==> config.mk <==
export PLATFORM = sky130hd
export DESIGN_NAME = pipeline_ctrl
export DESIGN_NICKNAME = d
export VERILOG_FILES = /design/src/rtl/pipeline_ctrl.sv
export SDC_FILE = /design/constraint.sdc
export NUM_CORES = 1
export LEC_CHECK = 0
export ABC_CLOCK_PERIOD_IN_PS = 4200
export CAP_MARGIN = 30
export CORE_MARGIN = 1.5
export CORE_UTILIZATION = 51
export CTS_CLUSTER_SIZE = 30
export DETAILED_ROUTE_END_ITERATION = 10
export GPL_TIMING_DRIVEN = 1
export PLACE_DENSITY = 0.87
export SKIP_LAST_GASP = 1
export SLEW_MARGIN = 0
export SYNTH_ARGS = -nofsm -noshare
export SYNTH_HDL_FRONTEND = slang
export SYNTH_SLANG_ARGS = --single-unit
==> constraint.sdc <==
create_clock -name clk -period 4.2 [get_ports clk]
set_input_delay 0.84 -clock clk [delete_from_list [all_inputs] [get_ports clk]]
set_output_delay 0.84 -clock clk [all_outputs]
set_load 0.1 [all_outputs]
==> src/rtl/pipeline_ctrl.sv <==
// pipeline_ctrl: hazard/sequencing controller for the five-stage pipeline.
// Turns per-stage status into stall, flush and PC-load strobes, drains on halt
// and keeps saturating stall/flush performance counters.
module pipeline_ctrl #(
    parameter int unsigned DRAIN_CYCLES = 3,
    parameter int unsigned CNT_W        = 16
) (
    input  logic             clk,
    input  logic             rst,
    input  logic             dec_valid,
    input  logic [3:0]       dec_rs,
    input  logic [3:0]       dec_rt,
    input  logic             dec_uses_rs,
    input  logic             dec_uses_rt,
    input  logic             dec_is_halt,
    input  logic             exe_valid,
    input  logic             exe_is_mem_read,
    input  logic             exe_reg_write,
    input  logic [3:0]       exe_rd,
    input  logic             br_taken,
    input  logic             mem_busy,
    output logic             stall_fetch,
    output logic             stall_decode,
    output logic             stall_execute,
    output logic             flush_decode,
    output logic             flush_execute,
    output logic             pc_load,
    output logic             do_halt,
    output logic [1:0]       state,
    output logic [CNT_W-1:0] stall_cycles,
    output logic [CNT_W-1:0] flush_count
);

    localparam int unsigned DCNT_W = (DRAIN_CYCLES > 1) ? $clog2(DRAIN_CYCLES) : 1;
    localparam logic [DCNT_W-1:0] DRAIN_LAST = DCNT_W'(DRAIN_CYCLES - 1);

    typedef enum logic [1:0] {
        RUN    = 2'd0,
        DRAIN  = 2'd1,
        HALTED = 2'd2
    } state_t;

    state_t            state_q, state_d;
    logic [DCNT_W-1:0] dcnt_q, dcnt_d;
    logic              do_halt_q;
    logic [CNT_W-1:0]  stall_cnt_q;
    logic [CNT_W-1:0]  flush_cnt_q;
    logic              load_use;

    // Load in execute feeding a source register that decode actually reads
    assign load_use = exe_valid & exe_is_mem_read & exe_reg_write & dec_valid &
                      ((dec_uses_rs & (dec_rs == exe_rd)) |
                       (dec_uses_rt & (dec_rt == exe_rd)));

    // Next-state and strobe decode, fixed priority within RUN
    always_comb begin
        state_d       = state_q;
        dcnt_d        = dcnt_q;
        stall_fetch   = 1'b0;
        stall_decode  = 1'b0;
        stall_execute = 1'b0;
        flush_decode  = 1'b0;
        flush_execute = 1'b0;
        pc_load       = 1'b0;
        if (rst) begin
            flush_decode  = 1'b1;
            flush_execute = 1'b1;
        end else begin
            case (state_q)
                RUN: begin
                    if (mem_busy) begin
                        stall_fetch   = 1'b1;
                        stall_decode  = 1'b1;
                        stall_execute = 1'b1;
                    end else if (br_taken) begin
                        pc_load       = 1'b1;
                        flush_decode  = 1'b1;
                        flush_execute = 1'b1;
                    end else if (load_use) begin
                        stall_fetch   = 1'b1;
                        stall_decode  = 1'b1;
                        flush_execute = 1'b1;
                    end else if (dec_valid & dec_is_halt) begin
                        stall_fetch  = 1'b1;
                        flush_decode = 1'b1;
                        state_d      = DRAIN;
                        dcnt_d       = '0;
                    end
                end
                DRAIN: begin
                    stall_fetch  = 1'b1;
                    flush_decode = 1'b1;
                    if (mem_busy) begin
                        stall_execute = 1'b1;
                    end else if (dcnt_q == DRAIN_LAST) begin
                        state_d = HALTED;
                    end else begin
                        dcnt_d = dcnt_q + 1'b1;
                    end
                end
                HALTED: begin
                    stall_fetch   = 1'b1;
                    stall_decode  = 1'b1;
                    stall_execute = 1'b1;
                end
                default: state_d = RUN;
            endcase
        end
    end

    // State, drain counter, sticky halt flag and saturating counters
    always_ff @(posedge clk) begin
        if (rst) begin
            state_q     <= RUN;
            dcnt_q      <= '0;
            do_halt_q   <= 1'b0;
            stall_cnt_q <= '0;
            flush_cnt_q <= '0;
        end else begin
            state_q <= state_d;
            dcnt_q  <= dcnt_d;
            if (state_d == HALTED) begin
                do_halt_q <= 1'b1;
            end
            if (stall_fetch && (state_q != HALTED) && (stall_cnt_q != '1)) begin
                stall_cnt_q <= stall_cnt_q + 1'b1;
            end
            if (pc_load && (flush_cnt_q != '1)) begin
                flush_cnt_q <= flush_cnt_q + 1'b1;
            end
        end
    end

    assign do_halt      = do_halt_q;
    assign state        = state_q;
    assign stall_cycles = stall_cnt_q;
    assign flush_count  = flush_cnt_q;

endmodule

==> Yosys cells after proc, flatten, opt, wreduce, memory -nomap -nowiden <==
Index checks and enable logic that the tools add are counted.
{ "classes": {"n_addsub": 3, "eq_ne": 15, "n_mux": 42, "n_bitwise": 8, "reduce_logical": 8} }
{ "op_table": {"columns": ["operator", "count"], "rows": [
  ["adder 16 x 1 -> 16 bit (second input constant)", 2],
  ["inequality test 16 bit (second input constant)", 2],
  ["2-to-1 mux 2 bit", 13],
  ["2-to-1 mux 1 bit", 23],
  ["inequality test 2 bit (second input constant)", 7],
  ["== test 4 bit", 2],
  ["case mux 1 bit (2 select lines)", 4],
  ["bitwise AND 1 bit", 7],
  ["AND reduction 7 bit", 1],
  ["== test 2 bit (second input constant)", 3],
  ["case mux 2 bit (3 select lines)", 1],
  ["case mux 2 bit (2 select lines)", 1],
  ["OR reduction 2 bit", 2],
  ["logical AND 1 bit", 3],
  ["adder 2 x 1 -> 2 bit (second input constant)", 1],
  ["== test 2 x 1 -> 1 bit (second input constant)", 1],
  ["zero test 2 bit", 1],
  ["nonzero test 2 bit", 1],
  ["bitwise OR 1 bit", 1]
]} }
{ "word_totals": {"register_bits": 37, "in_bits": 23, "out_inout_bits": 41, "word_cells": 81} }

==> Depth between registers and ports, before layout <==
{ "depth": {"depth_word": 11, "mapped_depth": 10, "depth_no_buf": 8} }

==> Least setup slack after synthesis <==
OpenSTA, ideal clock, no wires.
{ "synth_timing": {"path_kind": "register to output", "from": "register state_q[1], in the netlist state[1]", "to": "output port stall_fetch", "arrival_time_ns": 3.771, "required_ns": 3.360, "path_slack_ns": -0.411, "stages_incl_launch_ff": 6, "path_buffers": 0, "cell_sequence": "dfxtp_1 > inv_1 > ha_1 > nand2b_1 > nor2_1 > nor3_1"} }
{ "synth_between": {"elab_chain_cells": 4, "elab_cells_between_ends": 6, "classes_between": "eq/ne (2); mux (2); reduce/logical (2)"} }
{ "synth_rtl": {"columns": ["element", "line", "rtl"], "rows": [
  ["start: declaration", "43", "state_t state_q, state_d;"],
  ["start signal: assignment", "120", "state_q <= state_d;"],
  ["== test 2 x 1 -> 1 bit or == test 2 bit (tied branches)", "69", "case (state_q)"],
  ["OR reduction 2 bit (no source line)", null, null],
  ["case mux 1 bit (2 select lines) *", "69", null],
  ["2-to-1 mux 1 bit *", "65", "if (rst) begin"],
  ["end: declaration", "22", "output logic stall_fetch,"]
]} }
Every way passes the cells marked *; elsewhere a longest branch is shown, timed or not.

==> Worst setup path after layout <==
{ "layout_timing": {"from": "input port dec_valid", "to": "output port flush_decode"} }
{ "layout_between": {"elab_chain_cells": 7, "elab_cells_between_ends": 9, "classes_between": "mux (6); bitwise (3)"} }
{ "layout_rtl": {"columns": ["element", "line", "rtl"], "rows": [
  ["start: declaration", "10", "input logic dec_valid,"],
  ["bitwise AND 1 bit (on tied branches)", "83, 51", null],
  ["2-to-1 mux 1 bit or bitwise AND 1 bit (tied branches)", "83, 51", null],
  ["2-to-1 mux 1 bit *", "79", "end else if (load_use) begin"],
  ["2-to-1 mux 1 bit *", "75", "end else if (br_taken) begin"],
  ["2-to-1 mux 1 bit *", "71", "if (mem_busy) begin"],
  ["case mux 1 bit (2 select lines) *", "69", null],
  ["2-to-1 mux 1 bit *", "65", null],
  ["end: declaration", "25", "output logic flush_decode,"]
]} }
Marked as above.

==> results.py <==
metrics = {
    "sta": {
        "finClkSkew_ns": 0.0121,
        "rsz0062_at_grt": "false",
        "setup_tns_ns": 0,
        "fin_crit_ns": 3.41,
        "fmax_ghz": 0.294,
        "drv_slew": 0,
        "min_period_over_period_pct": 81.1,
        "setup_viol": 0,
        "worstMarginPinSlew_ns": 0.984,
        "hold_viol": 0,
        "slew_headroom_pct": 34.2,
    },
    "cells_and_area": {
        "syn_to_final_growth_pct": 36.8,
        "nets": 357,
        "drive_gt1_share_pct": 8.23,
        "fin_cells": 378,
        "fillers": 319,
        "antenna_cells": 0,
    },
    "floorplan": {
        "fp.dieH_um": 68.1,
        "die_area_mm2": 0.00463,
        "num_rows": 23,
        "core_mm2": 0.00403,
        "io_pins": 64,
        "die_x_um": 68.1,
        "start_util_pct": 53.6,
    },
    "global_route": {
        "grt_first_pass_wirelength_um": 8890,
        "use_met3_pct": 7.73,
        "met1_usage_pct": 29.9,
        "grt_util_met2_pct": 42.6,
        "antenna_found_initial": 0,
        "grt_max_degree": 29,
        "grt_pass1_vias": 2011,
        "overflow": 0,
        "track_usage_pct": 25.3,
        "top_usage_layer": "met2",
    },
    "run_status": {
        "status": "complete, no violations",
    },
    "cts": {
        "cts_root_buf": "clkbuf_8",
        "holdBufCountCts": 0,
        "post_cts_buffers": 0,
        "cts_inserted_buffers": 5,
        "htree_num_levels": 2,
        "cts_tree": "yes",
        "clk_path_buf_depth": 2,
        "cts.sinks": 37,
        "clock_latency_ns": 0.30,
        "cts_resized": 0,
        "path_clk_slew_ns": 0.08,
    },
    "critical_path": {
        "r2r_setup_slack_ns": 1.69,
        "endpoint_kind": "primary output",
        "r2r_start": "state[1]$_SDFF_PP0_",
        "crit_path_top_delay_cell": "clkdlybuf4s50_1",
        "cp_max_fo": 6,
        "start_kind": "primary input",
        "worstPathArrival_ns": 2.57,
        "worstRegToRegCells": 8,
        "crit_chain": "clkdlybuf4s50_1 -> and4_1 -> nand3_1 -> o22ai_2 -> inv_1 -> a31oi_1 -> o21ai_1 -> buf_12",
        "path_buf_inv": 3,
        "cpPeakStageDelay_ns": 0.51,
        "critPathKind": "in -> out",
        "crit_family": "buffers and inverters",
        "crit_required_ns": 3.36,
        "reg2reg_to": "stall_cycles[15]$_SDFFE_PP0P_",
    },
    "yosys": {
        "synth_enable_flop_cells": 0,
        "yosysMostFrequentCell": "dfxtp_1",
        "synth.largest_area_cell": "dfxtp_1",
        "synthTopCellsByCount": "dfxtp_1, nor2_1, a21oi_1",
        "synth_area_leaders": "dfxtp_1, nor2_1, a21oi_1, xnor2_1, ha_1",
        "synthArstFlopShare_pct": 0,
        "synth_nets": 296,
        "yosysUniqueCellTypes": 44,
        "ys_seq_area_share_pct": 34.3,
        "synth_seq_cells": 37,
        "syn_inst": 266,
        "synth_top_area_share_pct": 34.3,
        "netlist_area_mm2": 0.00216,
        "synth.avg_cell_area_um2": 8.11,
        "synth_flop_cell": "dfxtp_1",
        "yosysWarnings": 0,
    },
    "pwr": {
        "p_per_area_mw_per_mm2": 262,
        "p_int_uw": 531,
        "worst_ir_drop_vdd_mv": 0.244,
        "p_clk_share_pct": 32.0,
        "p_sw_uw": 243,
        "sequentialPowerShare_pct": 46.5,
        "p_leak_uw": 0.000970,
        "swShare_pct": 31.4,
        "pwr-share-comb_pct": 21.5,
    },
    "drt": {
        "wl_um": 5290,
        "drt_iter0_markers": 113,
        "drc": 0,
        "avgViaCountPerCell": 5.78,
        "wl_per_cell_um": 14.0,
        "final_antenna_net_count": 0,
        "vias": 2184,
        "firstDrtPassIters": 5,
    },
    "hold_path": {
        "whs_path_depth": 2,
        "hold_path_class": "reg -> reg",
        "hp-start": "do_halt$_SDFFE_PP0N_",
        "worstHoldEndpoint": "do_halt$_SDFFE_PP0N_",
    },
    "place": {
        "gp_congestion": 0.880,
        "io_buffer_count": 63,
        "placedCellCount": 370,
        "hpwl_um": 3820,
    },
    "flow_run": {
        "drv_cap": 0,
    },
}
cell type report:
| class | count | area [µm²] | share of cell area [%] |
|---|---|---|---|
| clock buffer | 6 | 72.6 | 2.46 |
| clock inverter | 2 | 10.0 | 0.339 |
| inverter | 12 | 45.0 | 1.53 |
| multi-input combinational | 206 | 1320 | 44.6 |
| tap | 50 | 62.6 | 2.12 |
| sequential | 37 | 741 | 25.1 |
| timing repair buffer | 65 | 706 | 23.9 |
power groups by stage:
stage | logic (µW) | clock network (µW) | registers, µW
finish | 166 | 248 | 360
global route | 176 | 268 | 361
CTS | 166 | 248 | 360
detailed placement | 166 | 0 | 368
global placement | 164 | 0 | 368
floorplan | 78.5 | 0 | 396
through the flow:
step	setup slack, ns	instance area, µm²	total power, µW	hold slack [ns]	util (%)
2_1_floorplan	0.381	2160	474	0.450	-
5_1_grt	0.621	2950	805	0.469	73.3
6_report	0.793	2950	774	0.456	73.3
3_3_place_gp	0.862	2870	532	0.445	71.2
3_5_place_dp	0.809	2870	534	0.446	71.2
4_1_cts	0.797	2950	774	0.458	73.3
cells by family (layout without fill, tap and decap cells):
| family | Yosys count | in the layout | synth area share (%) |
|---|---|---|---|
| mux | 3 | 3 | 1.39 |
| fa+ha+maj | 7 | 7 | 4.06 |
| flops | 37 | 37 | 34.3 |
| buf+inv | 23 | 85 | 4.99 |
| compound gates | 61 | 61 | 17.8 |
| simple gates | 117 | 117 | 30.1 |
| xor+xnor | 18 | 18 | 7.30 |
layout by cell type (no fill, tap or decap), types with 4 or more instances in the layout:
cell type        netlist  layout
nand4_1                8       8
nand2b_1               5       5
nor4_1                 4       4
a21oi_1               21      21
clkbuf_8               0       5
o21ai_1                5       6
o21ai_0               16      15
clkdlybuf4s50_1        0      57
or3_1                 13      13
nand3_1               14      14
ha_1                   7       7
nand2_1               14      14
nor2_1                29      29
inv_1                 12      12
dfxtp_1               37      37
or4_1                  7       7
xor2_1                 7       7
nand3b_1               4       4
nor3_1                 6       5
o31ai_1                5       5
buf_12                 0       6
xnor2_1               11      11
tightest hold or removal path: stages, from the launching register on:
cell and delay (ns):
dfxtp_1 0.31, inv_1 0.05, o21ai_1 0.05
metal layers:
layer / share of wire [%] / vias up
met1: 43 / 1031
met3: 5.5 / 13
li1: - / 1080
met5: 0 / -
met4: 2.0 / 0
met2: 49 / 60
worst max-delay path by stage:
stage / startpoint / depth (start not counted) / slack [ns] / end
after global routing: exe_rd[2] / 8 / 0.62 / flush_decode
after CTS: dec_valid / 8 / 0.80 / flush_decode
after detailed placement: dec_valid / 8 / 0.81 / flush_decode
after floorplan: state[1]$_SDFF_PP0_ / 7 / 0.38 / stall_decode
final: dec_valid / 8 / 0.79 / flush_decode
after global placement: dec_valid / 8 / 0.86 / flush_decode
flip-flops by register name, summed over array words and instances (netlist names):
register and flops:
stall_cycles 16, do_halt 1, dcnt_q 2, state 2
flush_count 16
(Power assumes the default switching activity.)
